## src/rtl/rca_slice.sv

```systemverilog
// Combinational ripple-carry slice: SLICE-bit add with carry in, carry out,
// and the carry into the slice MSB (used by the top slice for signed overflow).
module rca_slice #(
  parameter int SLICE = 4
) (
  input  logic [SLICE-1:0] a,
  input  logic [SLICE-1:0] b,
  input  logic             cin,
  output logic [SLICE-1:0] sum,
  output logic             cout,
  output logic             c_msb
);

  logic [SLICE:0] c;

  // NOTE: blocking assignments in always_comb; the carry chain is read in
  // program order within one evaluation, and every output gets a default.
  always_comb begin
    c    = '0;
    sum  = '0;
    c[0] = cin;
    for (int i = 0; i < SLICE; i++) begin
      sum[i]  = a[i] ^ b[i] ^ c[i];
      c[i+1]  = (a[i] & b[i]) | (a[i] & c[i]) | (b[i] & c[i]);
    end
    cout  = c[SLICE];
    c_msb = c[SLICE-1];
  end

endmodule

```

## src/rtl/pipelined_ripple_adder.sv

```systemverilog
// WIDTH-bit adder split into STAGES ripple slices with a registered carry
// between slices; valid/ready handshake with a single global advance enable.
module pipelined_ripple_adder #(
  parameter int WIDTH  = 8,
  parameter int STAGES = 2
) (
  input  logic             clk,
  input  logic             rst_n,
  input  logic             in_valid,
  output logic             in_ready,
  input  logic [WIDTH-1:0] a,
  input  logic [WIDTH-1:0] b,
  input  logic             cin,
  output logic             out_valid,
  input  logic             out_ready,
  output logic [WIDTH-1:0] sum,
  output logic             cout,
  output logic             ovf
);

  localparam int SLICE = WIDTH / STAGES;

  // Stage k register holds the operands still to be added, the sum bits
  // completed so far, and the carry out of slice k.
  logic             vld_q   [STAGES];
  logic [WIDTH-1:0] a_q     [STAGES];
  logic [WIDTH-1:0] b_q     [STAGES];
  logic [WIDTH-1:0] sum_q   [STAGES];
  logic             c_q     [STAGES];
  logic             ovf_q   [STAGES];

  logic             vld_src [STAGES];
  logic [WIDTH-1:0] a_src   [STAGES];
  logic [WIDTH-1:0] b_src   [STAGES];
  logic [WIDTH-1:0] sum_src [STAGES];
  logic             c_src   [STAGES];
  logic [WIDTH-1:0] sum_nxt [STAGES];
  logic             c_nxt   [STAGES];
  logic             ovf_nxt [STAGES];

  logic adv;

  assign adv       = ~vld_q[STAGES-1] | out_ready;
  assign in_ready  = adv;
  assign out_valid = vld_q[STAGES-1];
  assign sum       = sum_q[STAGES-1];
  assign cout      = c_q[STAGES-1];
  assign ovf       = ovf_q[STAGES-1];

  for (genvar k = 0; k < STAGES; k++) begin : g_stage
    logic [SLICE-1:0] slice_sum;
    logic             slice_cout;
    logic             slice_cmsb;
    logic [WIDTH-1:0] merged;

    if (k == 0) begin : g_first
      assign vld_src[k] = in_valid;
      assign a_src[k]   = a;
      assign b_src[k]   = b;
      assign sum_src[k] = '0;
      assign c_src[k]   = cin;
    end else begin : g_next
      assign vld_src[k] = vld_q[k-1];
      assign a_src[k]   = a_q[k-1];
      assign b_src[k]   = b_q[k-1];
      assign sum_src[k] = sum_q[k-1];
      assign c_src[k]   = c_q[k-1];
    end

    rca_slice #(.SLICE(SLICE)) u_slice (
      .a     (a_src[k][k*SLICE +: SLICE]),
      .b     (b_src[k][k*SLICE +: SLICE]),
      .cin   (c_src[k]),
      .sum   (slice_sum),
      .cout  (slice_cout),
      .c_msb (slice_cmsb)
    );

    always_comb begin
      merged                   = sum_src[k];
      merged[k*SLICE +: SLICE] = slice_sum;
    end

    assign sum_nxt[k] = merged;
    assign c_nxt[k]   = slice_cout;
    // Only the top slice's value reaches the ovf port.
    assign ovf_nxt[k] = slice_cmsb ^ slice_cout;
  end

  // NOTE: non-blocking assignments for all state so every stage samples the
  // previous stage's pre-edge value. Datapath registers are reset too, which
  // makes sum/cout/ovf read 0 out of reset.
  always_ff @(posedge clk or negedge rst_n) begin
    if (!rst_n) begin
      for (int k = 0; k < STAGES; k++) begin
        vld_q[k] <= 1'b0;
        a_q[k]   <= '0;
        b_q[k]   <= '0;
        sum_q[k] <= '0;
        c_q[k]   <= 1'b0;
        ovf_q[k] <= 1'b0;
      end
    end else if (adv) begin
      for (int k = 0; k < STAGES; k++) begin
        vld_q[k] <= vld_src[k];
        // Bubbles leave data untouched, so the output holds the last result.
        if (vld_src[k]) begin
          a_q[k]   <= a_src[k];
          b_q[k]   <= b_src[k];
          sum_q[k] <= sum_nxt[k];
          c_q[k]   <= c_nxt[k];
          ovf_q[k] <= ovf_nxt[k];
        end
      end
    end
  end

endmodule
```

## config.mk

```make
export PLATFORM = sky130hd
export DESIGN_NAME = pipelined_ripple_adder
export DESIGN_NICKNAME = d
export VERILOG_FILES = /design/src/rtl/rca_slice.sv /design/src/rtl/pipelined_ripple_adder.sv
export SDC_FILE = /design/constraint.sdc
export NUM_CORES = 1
export LEC_CHECK = 0
export BUFFER_PORTS_ARGS = -buffer_cell sky130_fd_sc_hd__buf_2
export CORE_MARGIN = 4
export CORE_UTILIZATION = 45
export DETAILED_ROUTE_END_ITERATION = 16
export GPL_TIMING_DRIVEN = 0
export PLACE_DENSITY_LB_ADDON = 0.3
export SYNTH_ARGS = -nofsm -noshare
export SYNTH_HDL_FRONTEND = slang
export SYNTH_SLANG_ARGS = --single-unit
```

## constraint.sdc

```tcl
create_clock -name clk -period 2.2 [get_ports clk]
set_input_delay 0 -clock clk [delete_from_list [all_inputs] [get_ports clk]]
set_output_delay 0 -clock clk [all_outputs]
set_load 0.01 [all_outputs]
```

# Word-level counts from Yosys, hierarchy flattened

Cells that the tools add are included.

Word-level logic and storage cells: 70
Bits in registers: 33
Output and inout port bits: 12
Bits of input ports: 21

Reductions and logical operators: 2
Bitwise gates (word level): 59

Operators by type and width:

| operator          | number |
|---|---|
| $and A1 B1 Y1     | 24 |
| $or A1 B1 Y1      | 17 |
| $xor A1 B1 Y1     | 17 |
| $reduce_and A2 Y1 | 2 |
| $not A1 Y1        | 1 |

# Logic depth before layout (Yosys ltp)

Gate-level depths: netlist of the first run.

Word-level depth: 13
Depth in mapped cells: 9
Depth with buffers taken out: 9

# Cells and area by module

A second synthesis of the first run with hierarchy kept.

Cells, all modules: 84
Area total of the unflattened synthesis: 1226.2 um^2

Modules (own cells, without submodules):

| module                 | times used | cells each | area an instance (um^2) |
|---|---|---|---|
| pipelined_ripple_adder | 1          | 56         | 991.0 |
| rca_slice              | 2          | 14         | 117.6 |

# Worst setup path before layout of the first run

No wires, ideal clock.

Kind: flip-flop to flip-flop
Start: register a_q[12] in the netlist's numbering
End: register ovf_q (netlist bit ovf)
Buffers on the path: 0
Stages on the path, launching flop included: 10
Setup time: 0.125 ns
Arrival: 2.000 ns
Slack: 0.075 ns
Clock period less this slack: 2.125 ns
Path through: dfrtp_1 inv_1 fa_1 inv_1 fa_1 fa_1 inv_1 fa_1 xnor2_1 mux2_2

Cells in the longest elaborated chain, start to end: 13
Elaborated cells between the ends (all ways): 17

RTL lines:

| what                            | RTL line                      | source |
|---|---|---|
| start, declared                 | pipelined_ripple_adder.sv:26  | `logic [WIDTH-1:0] a_q [STAGES];` |
| start signal, assigned by index | pipelined_ripple_adder.sv:108 | `a_q[k] <= a_src[k];` |
| $and A1 B1 Y1                   | rca_slice.sv:24               | `c[i+1] = (a[i] & b[i]) \| (a[i] & c[i]) \| (b[i] & c[i]);` |
| $or A1 B1 Y1 * (2 in a row)     | rca_slice.sv:24               |  |
| $and A1 B1 Y1                   | rca_slice.sv:24               |  |
| $or A1 B1 Y1                    | rca_slice.sv:24               |  |
| $or A1 B1 Y1 *                  | rca_slice.sv:24               |  |
| $and A1 B1 Y1                   | rca_slice.sv:24               |  |
| $or A1 B1 Y1                    | rca_slice.sv:24               |  |
| $or A1 B1 Y1 *                  | rca_slice.sv:24               |  |
| $and A1 B1 Y1                   | rca_slice.sv:24               |  |
| $or A1 B1 Y1 (2 in a row)       | rca_slice.sv:24               |  |
| $xor A1 B1 Y1 *                 | pipelined_ripple_adder.sv:87  | `assign ovf_nxt[k] = slice_cmsb ^ slice_cout;` |
| end signal, assigned by index   | pipelined_ripple_adder.sv:112 | `ovf_q[k] <= ovf_nxt[k];` |
| end, declared                   | pipelined_ripple_adder.sv:30  | `logic ovf_q [STAGES];` |

Mark *: on every way between the ends. The rest lies on a longest branch, timed or not.
A chain may end at the register's enable or synchronous reset.

# Worst setup path after layout of the first run

Ends and elaborated chain as after synthesis.

==> parameters.txt, run 1 <==
Parameter                              Value

Power
  Power per unit of standard cell area    903 nW/um^2
  Clk network pwr share    14.0%
  Leakage Power    0.813 nW
  Total power consumption of the routed design    0.00140 W
  Internal power of the cells    0.000966 W
  Net switching power figure    0.000431 W
  Maximum ir drop on the vdd rail    0.530 mV
  Sw Share    30.8%
  Seq pwr share    48.9%
  Relative contribution of combinational cells to total power    37.1%

Logic synthesis
  Cell types with the largest area share after synthesis    sky130_fd_sc_hd__dfrtp_1 (52%), sky130_fd_sc_hd__fa_1 (13%), sky130_fd_sc_hd__mux2_2 (10%), sky130_fd_sc_hd__mux2_4 (7.5%), sky130_fd_sc_hd__inv_1 (6.3%)
  Cells after Synth    83
  Number of storage elements in the synthesis netlist    25
  Share of the yosys chip area belonging to registers    52.2%
  Most area-hungry cell type in the Yosys netlist    sky130_fd_sc_hd__dfrtp_1
  Top cell type's share of synthesized area    52.2%
  Number of distinct library cell variants in the gate-level netlist after synthesis    13
  Syn Nets    112
  Synthesized area per cell    14.4 sq um
  Post-synthesis instance area    1200 sq um
  Synth Warn #    0

Die
  Initial cell density of the core    47.9%
  Row Count    18
  Core Region    2500 sq um
  Die Y    59.6 microns
  Area of the die    3550 sq um
  Top-level I/O count    33
  Horiz. Die Dim    59.6 microns

Final layout
  Leading cell types in the layout, fill and taps excluded    sky130_fd_sc_hd__buf_2 (32), sky130_fd_sc_hd__dfrtp_1 (25), sky130_fd_sc_hd__inv_1 (17), sky130_fd_sc_hd__mux2_2 (11), sky130_fd_sc_hd__dlygate4sd3_1 (10)
  Total number of nets in the final design    161
  Commonest non-fill, non-tap cell in the layout    sky130_fd_sc_hd__buf_2
  Share of final-layout standard cells stronger than drive strength 1    49.6%
  Ant. Diodes    0
  Layout area overhead    29.1%
  Post-route insts no fill    161
  Post-route cell area    1550 sq um

Timing
  Max transition margin    63.8%
  Total of endpoints with negative setup slack in the final report    0
  Final Worst Setup Slack    78.3 ps
  Worst hold slack    77.8 ps
  Slew Limit Fails    0
  Tcrit/Tclk final    96.4%
  Maximum clock rate    0.471 GHz
  Unrepaired setup endpoints after global routing    true
  Final Critical Period    2120 ps
  Final worst clock skew    2.37 ps
  Slew at the pin with the worst max-slew slack    544 ps
  Final Hold Violating Endpoints    0

Detailed routing
  Total iterations of the first detailed-routing run    3
  Antenna Nets Post-Route    0
  Detailed-route wire length    1.89 mm
  Number of DRC violations after detailed routing    0
  Wire length per cell    11.7 microns
  Vias/cell    4.47
  Total via count after detailed routing    720
  Iteration-0 DRC Markers    9

Critical path
  Top cell by count, worst path    sky130_fd_sc_hd__fa_2
  Critical-path cell list    inv_2 -> fa_2 -> inv_2 -> fa_2 -> fa_2 -> inv_2 -> fa_2 -> xnor2_1 -> mux2_2
  Crit Path Max Fanout    2
  Internal reg-to-reg setup slack    80 ps
  Crit end category    register
  Critical Path Start Type    register
  Highest-delay cell along the critical path    sky130_fd_sc_hd__dfrtp_1
  Type of the worst setup path    reg2reg
  Stage delay of the slowest cell on the critical path    380 ps
  Data arrival time of the critical path    2330 ps
  Crit path required time    2410 ps

CTS
  Number of sinks handled by clock tree synthesis    25
  Deepest clock path buffer count    2
  TritonCTS clock tree    yes
  Clock latency of the later-clocked register in the worst-skew pair    300 ps
  Inserted Clock Buffers    3
  Clock transition at the register clock pins on the worst setup and hold paths after CTS    130 ps
  Maximum level of the CTS H-tree    1
  Root buffer selected by CTS    sky130_fd_sc_hd__clkbuf_4

Placement
  Inst Count DP    145
  Count of buffers from port buffering    32
  Place WS    -53.9 ps
  Final Wtd Congestion    0.690
  Post-DP Area    1400 sq um
  Post-detailed-placement half-perimeter wirelength    1.44 mm

Global routing
  Aggregate global-route resource usage    12.3%
  Largest net degree at the start of global routing    26
  First-pass GRT wire length    3.22 mm
  Sum of overflow across all layers after global routing    0
  Vias in the first global route    762
  Number of antenna violations at the first check in global routing    0

Job
  Maximum Capacitance Violations    0

Hold path
  Kind of path behind the tightest hold check    in2reg

Run status
  Outcome    finished, final reports clean
[cell type report]
type / instances / area, sq um
fillers: 204 / 952
well taps: 30 / 37.5
multi-input cells: 37 / 493
plain buffers: 1 / 15.0
repair buffers: 44 / 275
inverters: 20 / 75.1
flip-flops and latches: 25 / 626
clock buffers: 4 / 26.3
[metal layers]
metal  GRT usage [%]  vias up  wire (microns)
met1            14.5      353             780
li1                -      351               -
met2            21.7       14            1000
met5               0        -               0
met4            4.75        0              12
met3            2.61        2              94
[state kept, by name, summed over array words and instances (netlist names)]
register,cells
cout,1
b_q,4
a_q,4
g_stage.merged,4
sum,8
out_valid,1
ovf,1
vld_q,1
c_q,1
[power by group through the flow]
stage	Clock [W]	Combinational, W	Sequential, W
2_1_floorplan	0	0.000268	0.000735
3_3_place_gp	0	0.000478	0.000690
3_5_place_dp	0	0.000492	0.000697
4_1_cts	0.000211	0.000517	0.000685
5_1_grt	0.000230	0.000580	0.000701
6_report	0.000196	0.000518	0.000683
[through the flow]
step,TNS (ps),util (%)
2_1_floorplan,0,-
3_3_place_gp,-47.2,55.9
3_5_place_dp,-53.9,55.9
4_1_cts,0,61.3
5_1_grt,-36.8,61.9
6_report,0,61.9
[cells in the mapped netlist]
cell and number:
sky130_fd_sc_hd__dfrtp_1 25, sky130_fd_sc_hd__inv_1 20, sky130_fd_sc_hd__mux2_2 11, sky130_fd_sc_hd__fa_1 8, sky130_fd_sc_hd__mux2_4 6, sky130_fd_sc_hd__mux2i_1 6, sky130_fd_sc_hd__buf_8 1, sky130_fd_sc_hd__nand2_1 1
sky130_fd_sc_hd__nand2_2 1, sky130_fd_sc_hd__nand2_4 1, sky130_fd_sc_hd__nand2b_4 1, sky130_fd_sc_hd__o21ai_0 1, sky130_fd_sc_hd__xnor2_1 1
[cell families after synthesis]
family / after synthesis / synth area share [%]
flip-flops: 25 / 52.2
multiplexers: 23 / 22.9
buffers and inverters: 21 / 7.52
adder cells (fa/ha/maj): 8 / 13.4
AND/OR/NAND/NOR: 4 / 2.92
AO/OA/AOI/OAI: 1 / 0.417
XOR/XNOR: 1 / 0.731
[worst paths after layout]
| kind | startpoint | endpoint | cells after the start |
|---|---|---|---|
| hold / removal | cin | g_stage[1].merged[0] | 4 |
| setup / recovery | a_q[12] | ovf | 9 |
| setup reg to reg | a_q[12] | ovf | 9 |
| max in group asynchronous | rst_n | g_stage[1].merged[1] | 2 |
| hold reg to reg | ovf | ovf | 1 |
| min in group asynchronous | rst_n | vld_q[1] | 2 |
[critical path: cells and delay by family, from the launching register on]
family	cells	cell delay (ps)
adder cells (fa/ha/maj)	4	1120
flip-flops	1	380
XOR/XNOR	1	130
buffers and inverters	3	150
multiplexers	1	250
[repair_timing]
action | 4_1_cts | 5_1_grt
gates cloned | 0 | 0
hold endpoints to repair | 34 | 0
setup endpoints to repair | 1 | 2
setup buffers | 0 | 2
gates resized for setup | 5 | 2
hold buffers | 10 | 0
pin swaps | 2 | 1
No activity file was read; power rests on OpenSTA's default activity.
==> inputs of run 2 (changes only) <==
--- a/config.mk
+++ b/config.mk
@@ -11,6 +11,7 @@
 export DETAILED_ROUTE_END_ITERATION = 16
 export GPL_TIMING_DRIVEN = 0
 export PLACE_DENSITY_LB_ADDON = 0.3
+export SKIP_LAST_GASP = 1
 export SYNTH_ARGS = -nofsm -noshare
 export SYNTH_HDL_FRONTEND = slang
 export SYNTH_SLANG_ARGS = --single-unit
==> constraint.sdc (replaced) <==
create_clock -name clk -period 2.2 [get_ports clk]
set_input_delay 0 -clock clk [delete_from_list [all_inputs] [get_ports clk]]
set_output_delay 0 -clock clk [all_outputs]
set_load 0.02 [all_outputs]
==> run 2 against run 1 <==
Effect of this change:
- final cell count did not move
- sequential power hardly changed
- routed wire length did not move
- largest power group unchanged
==> parameters.txt, run 2 (same netlist as run 1, synthesis figures left out) <==
Parameter                              Value

Die
  Area of the die    3550 sq um
  Row Count    18
  Horiz. Die Dim    59.6 microns
  Initial cell density of the core    47.9%
  Die Y    59.6 microns
  Core Region    2500 sq um
  Top-level I/O count    33

Hold path
  Hold path startpoint    cin
  Kind of path behind the tightest hold check    in2reg

Critical path
  Stage delay of the slowest cell on the critical path    380 ps
  Launching point of the worst reg2reg path    a_q[12]
  Critical-path cell list    inv_2 -> fa_2 -> inv_2 -> fa_2 -> fa_2 -> inv_1 -> fa_2 -> xnor2_1 -> mux2_2
  Worst setup path startpoint    a_q[12]
  CP bufs+invs    3
  Internal reg-to-reg setup slack    70 ps
  Highest-delay cell along the critical path    sky130_fd_sc_hd__dfrtp_1
  Critical Path Start Type    register
  Crit Path Max Fanout    2
  Crit path required time    2410 ps
  Type of the worst setup path    reg2reg
  Data arrival time of the critical path    2340 ps
  Crit end category    register
  Largest delay contributor family on the critical path    adder cells
  Top cell by count, worst path    sky130_fd_sc_hd__fa_2

Timing
  Final Hold Violating Endpoints    0
  Final Critical Period    2130 ps
  Tcrit/Tclk final    96.7%
  Unrepaired setup endpoints after global routing    true
  Maximum clock rate    0.470 GHz
  Final Worst Setup Slack    72.1 ps
  Final worst clock skew    2.37 ps
  Slew Limit Fails    0
  Total of endpoints with negative setup slack in the final report    0
  Max transition margin    63.8%
  Post-Route Setup TNS    0 ps
  Slew at the pin with the worst max-slew slack    544 ps

Global routing
  First-pass GRT wire length    3.22 mm
  Largest net degree at the start of global routing    26
  Aggregate global-route resource usage    12.3%
  Vias in the first global route    762
  Sum of overflow across all layers after global routing    0
  Number of antenna violations at the first check in global routing    0

Placement
  Inst Count DP    145
  Final Wtd Congestion    0.690
  Count of buffers from port buffering    32
  Post-DP Area    1400 sq um
  Post-detailed-placement half-perimeter wirelength    1.44 mm
  Place WS    -53.9 ps

Run status
  Outcome    finished, final reports clean

Final layout
  Total number of nets in the final design    161
  Total of fill cells in the finished design    204
  Share of final-layout standard cells stronger than drive strength 1    48.9%
  Flip-flop count of the largest register after layout    8
  Post-route insts no fill    161
  Commonest non-fill, non-tap cell in the layout    sky130_fd_sc_hd__buf_2
  Ant. Diodes    0
  Layout area overhead    29.1%
  Post-route cell area    1550 sq um
  Leading cell types in the layout, fill and taps excluded    sky130_fd_sc_hd__buf_2 (32), sky130_fd_sc_hd__dfrtp_1 (25), sky130_fd_sc_hd__inv_1 (18), sky130_fd_sc_hd__mux2_2 (11), sky130_fd_sc_hd__dlygate4sd3_1 (10)

CTS
  Inserted Clock Buffers    3
  Number of sinks handled by clock tree synthesis    25
  TritonCTS clock tree    yes
  Deepest clock path buffer count    2
  Maximum level of the CTS H-tree    1
  Clock latency of the later-clocked register in the worst-skew pair    300 ps
  Root buffer selected by CTS    sky130_fd_sc_hd__clkbuf_4
  Clock transition at the register clock pins on the worst setup and hold paths after CTS    130 ps

Detailed routing
  Detailed-route wire length    1.89 mm
  Number of DRC violations after detailed routing    0
  Total iterations of the first detailed-routing run    3
  Iteration-0 DRC Markers    9
  Wire length per cell    11.7 microns
  Vias/cell    4.47
  Antenna Nets Post-Route    0
  Total via count after detailed routing    720

Power
  Leakage Power    0.814 nW
  Maximum ir drop on the vdd rail    0.545 mV
  Total power consumption of the routed design    0.00147 W
  Power per unit of standard cell area    952 nW/um^2

Job
  Maximum Capacitance Violations    0
run 2: cell counts in the layout (fill, tap and decap cells not counted):
Identical to the previous run, type by type.
run 2: area by class of cell:
type                            instances  area (sq um)  share of cell area [%]
Inverter                               20          75.1                    4.85
Timing Repair Buffer                   44           275                    17.8
Sequential cell                        25           626                    40.4
Multi-Input combinational cell         37           493                    31.9
Clock buffer                            4          26.3                    1.70
Buffer                                  1          15.0                   0.970
Tap cell                               30          37.5                    2.43
run 2: worst paths after layout:
kind,to,cells past startpoint
worst max-delay path,ovf,9
worst min-delay path,g_stage[1].merged[0],4
worst max register to register,ovf,9
worst min register to register,ovf,1
max in group asynchronous,g_stage[1].merged[1],2
min in group asynchronous,vld_q[1],2
run 2: worst min-delay path: stages:
cell	delay, ps
sky130_fd_sc_hd__buf_2	90
sky130_fd_sc_hd__inv_1	50
sky130_fd_sc_hd__fa_1	150
sky130_fd_sc_hd__mux2i_1	60
run 2: repair_timing:
item                                   4_1_cts  5_1_grt
hold buffers                                10        0
endpoints found under the hold margin       34        0
pin swaps                                    2        1
setup endpoints to repair                    1        2
resized for setup                            5        1
setup buffers                                0        2
run 2: per-layer routing:
layer | global-route usage (%) | routed length [microns] | vias to the layer above
li1 | - | - | 351
met1 | 14.5 | 780 | 353
met2 | 21.7 | 1000 | 14
met3 | 2.61 | 94 | 2
met4 | 4.75 | 12 | 0
met5 | 0 | 0 | -
run 2: metrics by stage:
stage               hold slack [ps]  utilization, %
global placement               7.98            55.9
CTS                            67.4            61.3
floorplan                      -296               -
global route                   63.4            61.9
detailed placement             25.1            55.9
finish                         77.8            61.9
run 2: power breakdown:
part           leakage [nW]  total, W  switching, W  internal [W]
combinational         0.508  0.000594      0.000307      0.000287
sequential            0.291  0.000683     0.0000751      0.000608
clock                0.0150  0.000196      0.000125     0.0000707
total                 0.814   0.00147      0.000507      0.000966
